[config.mk]
export PLATFORM = sky130hd
export DESIGN_NAME = tone_scheduler
export DESIGN_NICKNAME = d
export VERILOG_FILES = /design/src/rtl/tone_scheduler_pkg.sv /design/src/rtl/tone_scheduler_lane_arbiter.sv /design/src/rtl/tone_scheduler.sv
export SDC_FILE = /design/constraint.sdc
export NUM_CORES = 1
export LEC_CHECK = 0
export ABC_AREA = 1
export BUFFER_PORTS_ARGS = -buffer_cell sky130_fd_sc_hd__buf_2
export CAP_MARGIN = 20
export CORE_ASPECT_RATIO = 1.25
export CORE_MARGIN = 8
export CORE_UTILIZATION = 30
export DETAILED_ROUTE_END_ITERATION = 10
export GPL_ROUTABILITY_DRIVEN = 0
export PLACE_DENSITY = 0.53
export SLEW_MARGIN = 30
export SYNTH_ARGS = -nofsm -noshare
export SYNTH_HDL_FRONTEND = slang
export SYNTH_SLANG_ARGS = --single-unit
[constraint.sdc]
create_clock -name CLK -period 1.9 [get_ports CLK]
set_clock_uncertainty 0.1 [all_clocks]
set_input_delay 0.285 -clock CLK [delete_from_list [all_inputs] [get_ports CLK]]
set_output_delay 0.285 -clock CLK [all_outputs]
set_load 0.05 [all_outputs]
[src/rtl/tone_scheduler_pkg.sv]
// ----------------------------------------------------------------------------
// Package: tone_pkg
// Purpose: Shared types and constants for the tone scheduler slice.
//   - lane_t   : 2-bit lane index (lane i corresponds to BTNS[i+1])
//   - state_t  : scheduler FSM states {IDLE, PLAY, GAP}
//   - FREQ_*   : half-period counts fed to the tone generator
//   - lane_freq: maps a lane index to its half-period count
// Lane map: 0 = D (BTNS[1]), 1 = C (BTNS[2]), 2 = G (BTNS[3]), 3 = E (BTNS[4]).
// ----------------------------------------------------------------------------
package tone_pkg;

    localparam int FREQ_W = 29;

    typedef logic [1:0] lane_t;

    typedef enum logic [1:0] {
        IDLE = 2'd0,
        PLAY = 2'd1,
        GAP  = 2'd2
    } state_t;

    localparam lane_t LANE_D = 2'd0;
    localparam lane_t LANE_C = 2'd1;
    localparam lane_t LANE_G = 2'd2;
    localparam lane_t LANE_E = 2'd3;

    localparam logic [FREQ_W-1:0] FREQ_C = 29'd191112;
    localparam logic [FREQ_W-1:0] FREQ_D = 29'd170262;
    localparam logic [FREQ_W-1:0] FREQ_E = 29'd151686;
    localparam logic [FREQ_W-1:0] FREQ_G = 29'd127551;

    function automatic logic [FREQ_W-1:0] lane_freq(input lane_t lane);
        case (lane)
            LANE_D:  return FREQ_D;
            LANE_C:  return FREQ_C;
            LANE_G:  return FREQ_G;
            default: return FREQ_E;
        endcase
    endfunction

endpackage

[src/rtl/tone_scheduler_lane_arbiter.sv]
// ----------------------------------------------------------------------------
// Module: lane_arbiter
// Purpose: Picks one requesting lane for the shared tone generator.
//   Purely combinational.
//   Default build : fixed priority E > G > D > C.
//   TONE_RR_EN    : round-robin, search starts at rr_ptr and moves up with wrap.
// Ports:
//   req         in   4  synchronised lane requests (lane i = BTNS[i+1])
//   rr_ptr      in   2  round-robin start lane (present only with TONE_RR_EN)
//   grant       out  4  one-hot granted lane, 0 when nothing is requested
//   grant_idx   out  2  index of the granted lane (don't-care when !grant_valid)
//   grant_valid out  1  at least one lane is requesting
// ----------------------------------------------------------------------------
module lane_arbiter
    import tone_pkg::*;
(
    input  logic [3:0] req,
`ifdef TONE_RR_EN
    input  lane_t      rr_ptr,
`endif
    output logic [3:0] grant,
    output lane_t      grant_idx,
    output logic       grant_valid
);

`ifdef TONE_RR_EN
    lane_t probe;
`endif

    always_comb begin
        // NOTE: every output gets a default before any branch so no latch is inferred.
        grant       = '0;
        grant_idx   = LANE_D;
        grant_valid = 1'b0;
`ifdef TONE_RR_EN
        probe       = rr_ptr;
        // Walk from the farthest lane back to rr_ptr itself; the last hit is
        // the one closest to rr_ptr, which is the round-robin winner.
        for (int k = 3; k >= 0; k--) begin
            probe = rr_ptr + lane_t'(k);
            if (req[probe]) begin
                grant_idx   = probe;
                grant_valid = 1'b1;
            end
        end
`else
        if (req[LANE_E]) begin
            grant_idx   = LANE_E;
            grant_valid = 1'b1;
        end else if (req[LANE_G]) begin
            grant_idx   = LANE_G;
            grant_valid = 1'b1;
        end else if (req[LANE_D]) begin
            grant_idx   = LANE_D;
            grant_valid = 1'b1;
        end else if (req[LANE_C]) begin
            grant_idx   = LANE_C;
            grant_valid = 1'b1;
        end
`endif
        if (grant_valid) begin
            grant[grant_idx] = 1'b1;
        end
    end

endmodule

[src/rtl/tone_scheduler.sv]
// ----------------------------------------------------------------------------
// Module: tone_scheduler
// Purpose: Shares one tone generator between the four arrow-lane buttons.
//   Grants one lane at a time, holds each note for at least MIN_HOLD_CYC
//   cycles, then inserts GAP_CYC silent cycles before re-arbitrating.
//   No preemption: lanes pressed during a note wait for the next arbitration.
// Configuration macro: TONE_RR_EN (round-robin arbitration; default fixed
//   priority E > G > D > C).
// Parameters:
//   MIN_HOLD_CYC  minimum cycles a granted note sounds (default 8)
//   GAP_CYC       silent cycles after a note; 0 returns straight to IDLE
// Ports:
//   CLK         in   1   system clock
//   RST         in   1   asynchronous active-high reset
//   BTNS        in   5   raw buttons: [0]=mute [1]=D [2]=C [3]=G [4]=E
//   frequency   out  29  half-period count for the tone generator, 0 = silence
//   button      out  4   one-hot granted lane (button[i] <-> BTNS[i+1])
//   note_start  out  1   one-cycle pulse when a new note is granted
// Latency: a button rising before edge k is granted at edge k+2.
// ----------------------------------------------------------------------------
module tone_scheduler
    import tone_pkg::*;
#(
    parameter int MIN_HOLD_CYC = 8,
    parameter int GAP_CYC      = 4
) (
    input  logic              CLK,
    input  logic              RST,
    input  logic [4:0]        BTNS,
    output logic [FREQ_W-1:0] frequency,
    output logic [3:0]        button,
    output logic              note_start
);

    localparam int CNT_MAX = (MIN_HOLD_CYC > GAP_CYC) ? MIN_HOLD_CYC : GAP_CYC;
    localparam int CNT_W   = (CNT_MAX > 0) ? $clog2(CNT_MAX + 1) : 1;

    localparam logic [CNT_W-1:0] CNT_ONE    = CNT_W'(1);
    localparam logic [CNT_W-1:0] HOLD_LIMIT = CNT_W'(MIN_HOLD_CYC);
    localparam logic [CNT_W-1:0] GAP_LAST   = CNT_W'((GAP_CYC > 0) ? GAP_CYC - 1 : 0);

    // ------------------------------------------------------------------
    // Input synchroniser: raw buttons are asynchronous to CLK.
    // ------------------------------------------------------------------
    logic [4:0] btn_meta;
    logic [4:0] btn_sync;

    // NOTE: sequential state uses non-blocking assignments so every flop
    // samples its inputs from before the edge.
    always_ff @(posedge CLK or posedge RST) begin
        if (RST) begin
            btn_meta <= '0;
            btn_sync <= '0;
        end else begin
            btn_meta <= BTNS;
            btn_sync <= btn_meta;
        end
    end

    logic [3:0] req;
    logic       mute;

    assign req  = btn_sync[4:1];
    assign mute = btn_sync[0];

    // ------------------------------------------------------------------
    // Arbitration
    // ------------------------------------------------------------------
    logic [3:0] grant;
    lane_t      grant_idx;
    logic       grant_valid;
    state_t     state;

`ifdef TONE_RR_EN
    lane_t rr_ptr;

    always_ff @(posedge CLK or posedge RST) begin
        if (RST) begin
            rr_ptr <= LANE_D;
        end else if (state == IDLE && grant_valid) begin
            rr_ptr <= grant_idx + lane_t'(1);
        end
    end
`endif

    lane_arbiter u_arbiter (
        .req         (req),
`ifdef TONE_RR_EN
        .rr_ptr      (rr_ptr),
`endif
        .grant       (grant),
        .grant_idx   (grant_idx),
        .grant_valid (grant_valid)
    );

    // ------------------------------------------------------------------
    // Note timing
    // ------------------------------------------------------------------
    logic [CNT_W-1:0]  counter;
    lane_t             cur_lane;
    logic [CNT_W-1:0]  hold_next;
    logic              keep_playing;
    logic [FREQ_W-1:0] play_freq;
    logic [FREQ_W-1:0] grant_freq;

    always_comb begin
        hold_next    = (counter == HOLD_LIMIT) ? counter : counter + CNT_ONE;
        // The count after this edge decides, so a tap sounds exactly
        // MIN_HOLD_CYC cycles rather than one extra.
        keep_playing = req[cur_lane] || (hold_next < HOLD_LIMIT);
        // Mute only silences the output; the FSM is unaffected.
        play_freq    = mute ? '0 : lane_freq(cur_lane);
        grant_freq   = mute ? '0 : lane_freq(grant_idx);
    end

    always_ff @(posedge CLK or posedge RST) begin
        if (RST) begin
            state      <= IDLE;
            counter    <= '0;
            cur_lane   <= LANE_D;
            frequency  <= '0;
            button     <= '0;
            note_start <= 1'b0;
        end else begin
            note_start <= 1'b0;
            case (state)
                IDLE: begin
                    frequency <= '0;
                    button    <= '0;
                    if (grant_valid) begin
                        cur_lane   <= grant_idx;
                        frequency  <= grant_freq;
                        button     <= grant;
                        note_start <= 1'b1;
                        counter    <= '0;
                        state      <= PLAY;
                    end
                end

                PLAY: begin
                    if (keep_playing) begin
                        counter   <= hold_next;
                        frequency <= play_freq;
                    end else begin
                        counter   <= '0;
                        frequency <= '0;
                        button    <= '0;
                        state     <= (GAP_CYC > 0) ? GAP : IDLE;
                    end
                end

                GAP: begin
                    frequency <= '0;
                    button    <= '0;
                    if (counter == GAP_LAST) begin
                        counter <= '0;
                        state   <= IDLE;
                    end else begin
                        counter <= counter + CNT_ONE;
                    end
                end

                default: begin
                    state     <= IDLE;
                    counter   <= '0;
                    frequency <= '0;
                    button    <= '0;
                end
            endcase
        end
    end

endmodule

==> flow_summary.yaml <==
status:
  status: "finished clean"
sta:
  rsz0062_at_grt: "false"
  setup_violations: 0
  drv_slew: 0
  fmax_mhz: 577
  hold_viol_final: 0
  timing.final.crit_share: 0.912
  fin_crit_ps: 1730
  fin_setup_tns_ps: 0
  whs_ps: 13.6
floorplan:
  ioPinCount: 41
  fp.dieH_um: 102
  start_util: 0.309
  fp-row-count: 31
  core_area_um2: 5780
  die_area_um2: 8690
  die_w_um: 85
cells_and_area:
  layout-drive-gt1-share: 0.214
  final_cells: 300
  finalNetCount: 258
  diodes: 0
  area_delta_synth_final_pct: 17.0
  num-fill-cells: 605
cts:
  post-cts-setup-buffers: 0
  h-tree-depth: 2
  cts_root_buf: "clkbuf_8"
  cts_tree: "yes"
  postCtsHoldBufs: 3
  cts_buffers: 5
  cts.path.max_buffers: 2
  cts_resized: 0
  clk_pin_slew_ps: 70
  clock_latency_ps: 280
  cts.sinks: 33
synthesis:
  synthMuxAreaShare: 0
  ys_ff_latch: 33
  yosys.area_share.adder: 0.126
  synth.avg_cell_area_um2: 9.02
  yosysSeqAreaShare: 0.463
  synth-edff-count: 0
  netlist_area_um2: 1790
  synthArstFlopShare: 1.00
  yosysWarnings: 0
  synth-xor-area-share: 0.00491
  syn_inst: 198
  ys_types: 23
  ys_dominant_reg_cell: "dfrtp_1"
  synth_compound_area_frac: 0.0771
  synth_top_family_by_area: "simple AND/OR/NAND/NOR gates"
  synth-simple-area-share: 0.180
setup_path:
  r2r_cells: 5
  startpoint_type: "register"
  setup.worst_path.end_class: "register"
  worstSetupPathType: "register to register"
  arrival_ps: 1850
  cp.required_ps: 2010
  crit_start: "btn_sync[2]"
  worstSetupEndpoint: "frequency[12]"
  cp_max_fo: 5
  r2r_slack_ps: 170
  rr_endpoint: "frequency[12]"
  reg2reg_from: "btn_sync[2]"
power:
  power_density_nw_per_um2: 1700
  power_w: 0.00355
  power.leakage_nw: 1.16
  ir_drop_uv: 493
route:
  first_pass_iters: 4
  post_drt_via_cell_ratio: 4.26
  ant_nets: 0
  wl_mm: 3.39
  drc_errors: 0
  routedWlPerCell_um: 11.3
  vias: 1279
  drtIter0Drc: 38
placement:
  dp.cells: 288
  hpwlAfterDp_mm: 2.66
  io_buffers: 27
worst_hold_path:
  hp-class: "input port to register"
global_route:
  grt_pass1_wl_mm: 5.89
  grt_pass1_vias: 1328
  grt_overflow: 0
  antenna_found_initial: 0
  grt_max_degree: 34
  groute.usage.overall: 0.0859
flow_run:
  cap_violations: 0
-- area by class of cell --
class                      count  area (um2)  share of cell area
clock buffer                   7        86.3              0.0413
sequential                    33         826               0.395
inverter                      29         109              0.0521
timing repair buffer          36         213               0.102
tap                           66        82.6              0.0395
clock inverter                 1        30.0              0.0144
multi-input combinational    128         742               0.355
-- stage by stage --
| stage | util | instance area (um2) | setup WS, ps |
|---|---|---|---|
| CTS | 0.360 | 2080 | 165 |
| global route | 0.361 | 2090 | 24.3 |
| detailed placement | 0.334 | 1930 | 173 |
| global placement | 0.334 | 1930 | 213 |
| finish | 0.361 | 2090 | 168 |
| floorplan | - | 1830 | 317 |
-- how the worst min path moves through the flow --
stage	slack, ps	start	cells past startpoint	to
6_report	10	BTNS[3]	1	btn_meta[3]
5_1_grt	0.008	BTNS[3]	1	btn_meta[3]
4_1_cts	0.4	BTNS[4]	1	btn_meta[4]
3_5_place_dp	230	btn_meta[0]	0	btn_sync[0]
3_3_place_gp	230	btn_meta[0]	0	btn_sync[0]
2_1_floorplan	220	BTNS[0]	0	btn_meta[0]
-- routing by layer --
layer | vias to the layer above | global-route usage | wire length (um) | share of wire
met3 | 8 | 0.0394 | 264 | 0.078
met1 | 583 | 0.0806 | 1370 | 0.40
met4 | 0 | 0.0453 | 80 | 0.024
met2 | 35 | 0.154 | 1680 | 0.49
li1 | 653 | - | - | -
met5 | - | 0 | 0 | 0
-- registers in the layout, indices dropped and copies added, names as in the netlist --
name        cells
note_start      1
state           2
frequency      10
btn_meta        5
cur_lane        2
counter         4
btn_sync        5
button          4
-- power breakdown --
part | internal (W) | switching, W | total [W]
registers | 0.000894 | 0.000105 | 0.000999
clock network | 0.000427 | 0.000246 | 0.000673
logic | 0.000484 | 0.00139 | 0.00188
-- Yosys cell counts (2+ instances only) --
cell type   n  share of area
nand4_1     3          0.011
o21ai_0     7          0.020
inv_1      27          0.057
o31ai_1     2         0.0084
nand3_2     3          0.017
nand3_1    10          0.028
ha_1       18           0.13
dfrtp_1    33           0.46
o21ai_1     4          0.011
o21a_1      2         0.0084
nor2_1     10          0.021
buf_4      19          0.080
inv_2       2         0.0042
or2_2       2         0.0070
a21oi_1     6          0.017
nand2_1    41          0.086
nand2_2     3          0.011
-- cell usage in the layout, fill, tap and decap left out --
cell type,instances
nand4_1,3
nand3_1,10
or2_2,2
nor2_1,10
ha_1,18
conb_1,13
o21ai_1,4
nand3_2,3
o21bai_1,1
o21ai_2,1
inv_1,27
a31oi_1,1
clkbuf_8,6
o21ai_0,7
o21a_1,2
dlygate4sd3_1,4
clkbuf_1,1
nand2_2,3
xnor2_1,1
o31ai_1,2
a21oi_1,6
bufinv_16,1
buf_2,27
inv_2,2
buf_4,5
nand2_1,41
dfrtp_1,33
-- worst max-delay path: stages, from the launching register on --
cell and delay (ps):
dfrtp_1 390, a31oi_1 350, inv_1 180, ha_1 220
or2_2 280, a21oi_1 140
-- cells by family after synthesis --
logic type | after synthesis
compound gates | 24
flops | 33
xor+xnor | 1
fa+ha+maj | 18
buf+inv | 49
other cells | 1
simple gates | 72
Note: power is estimated with default switching activity, not from simulation.
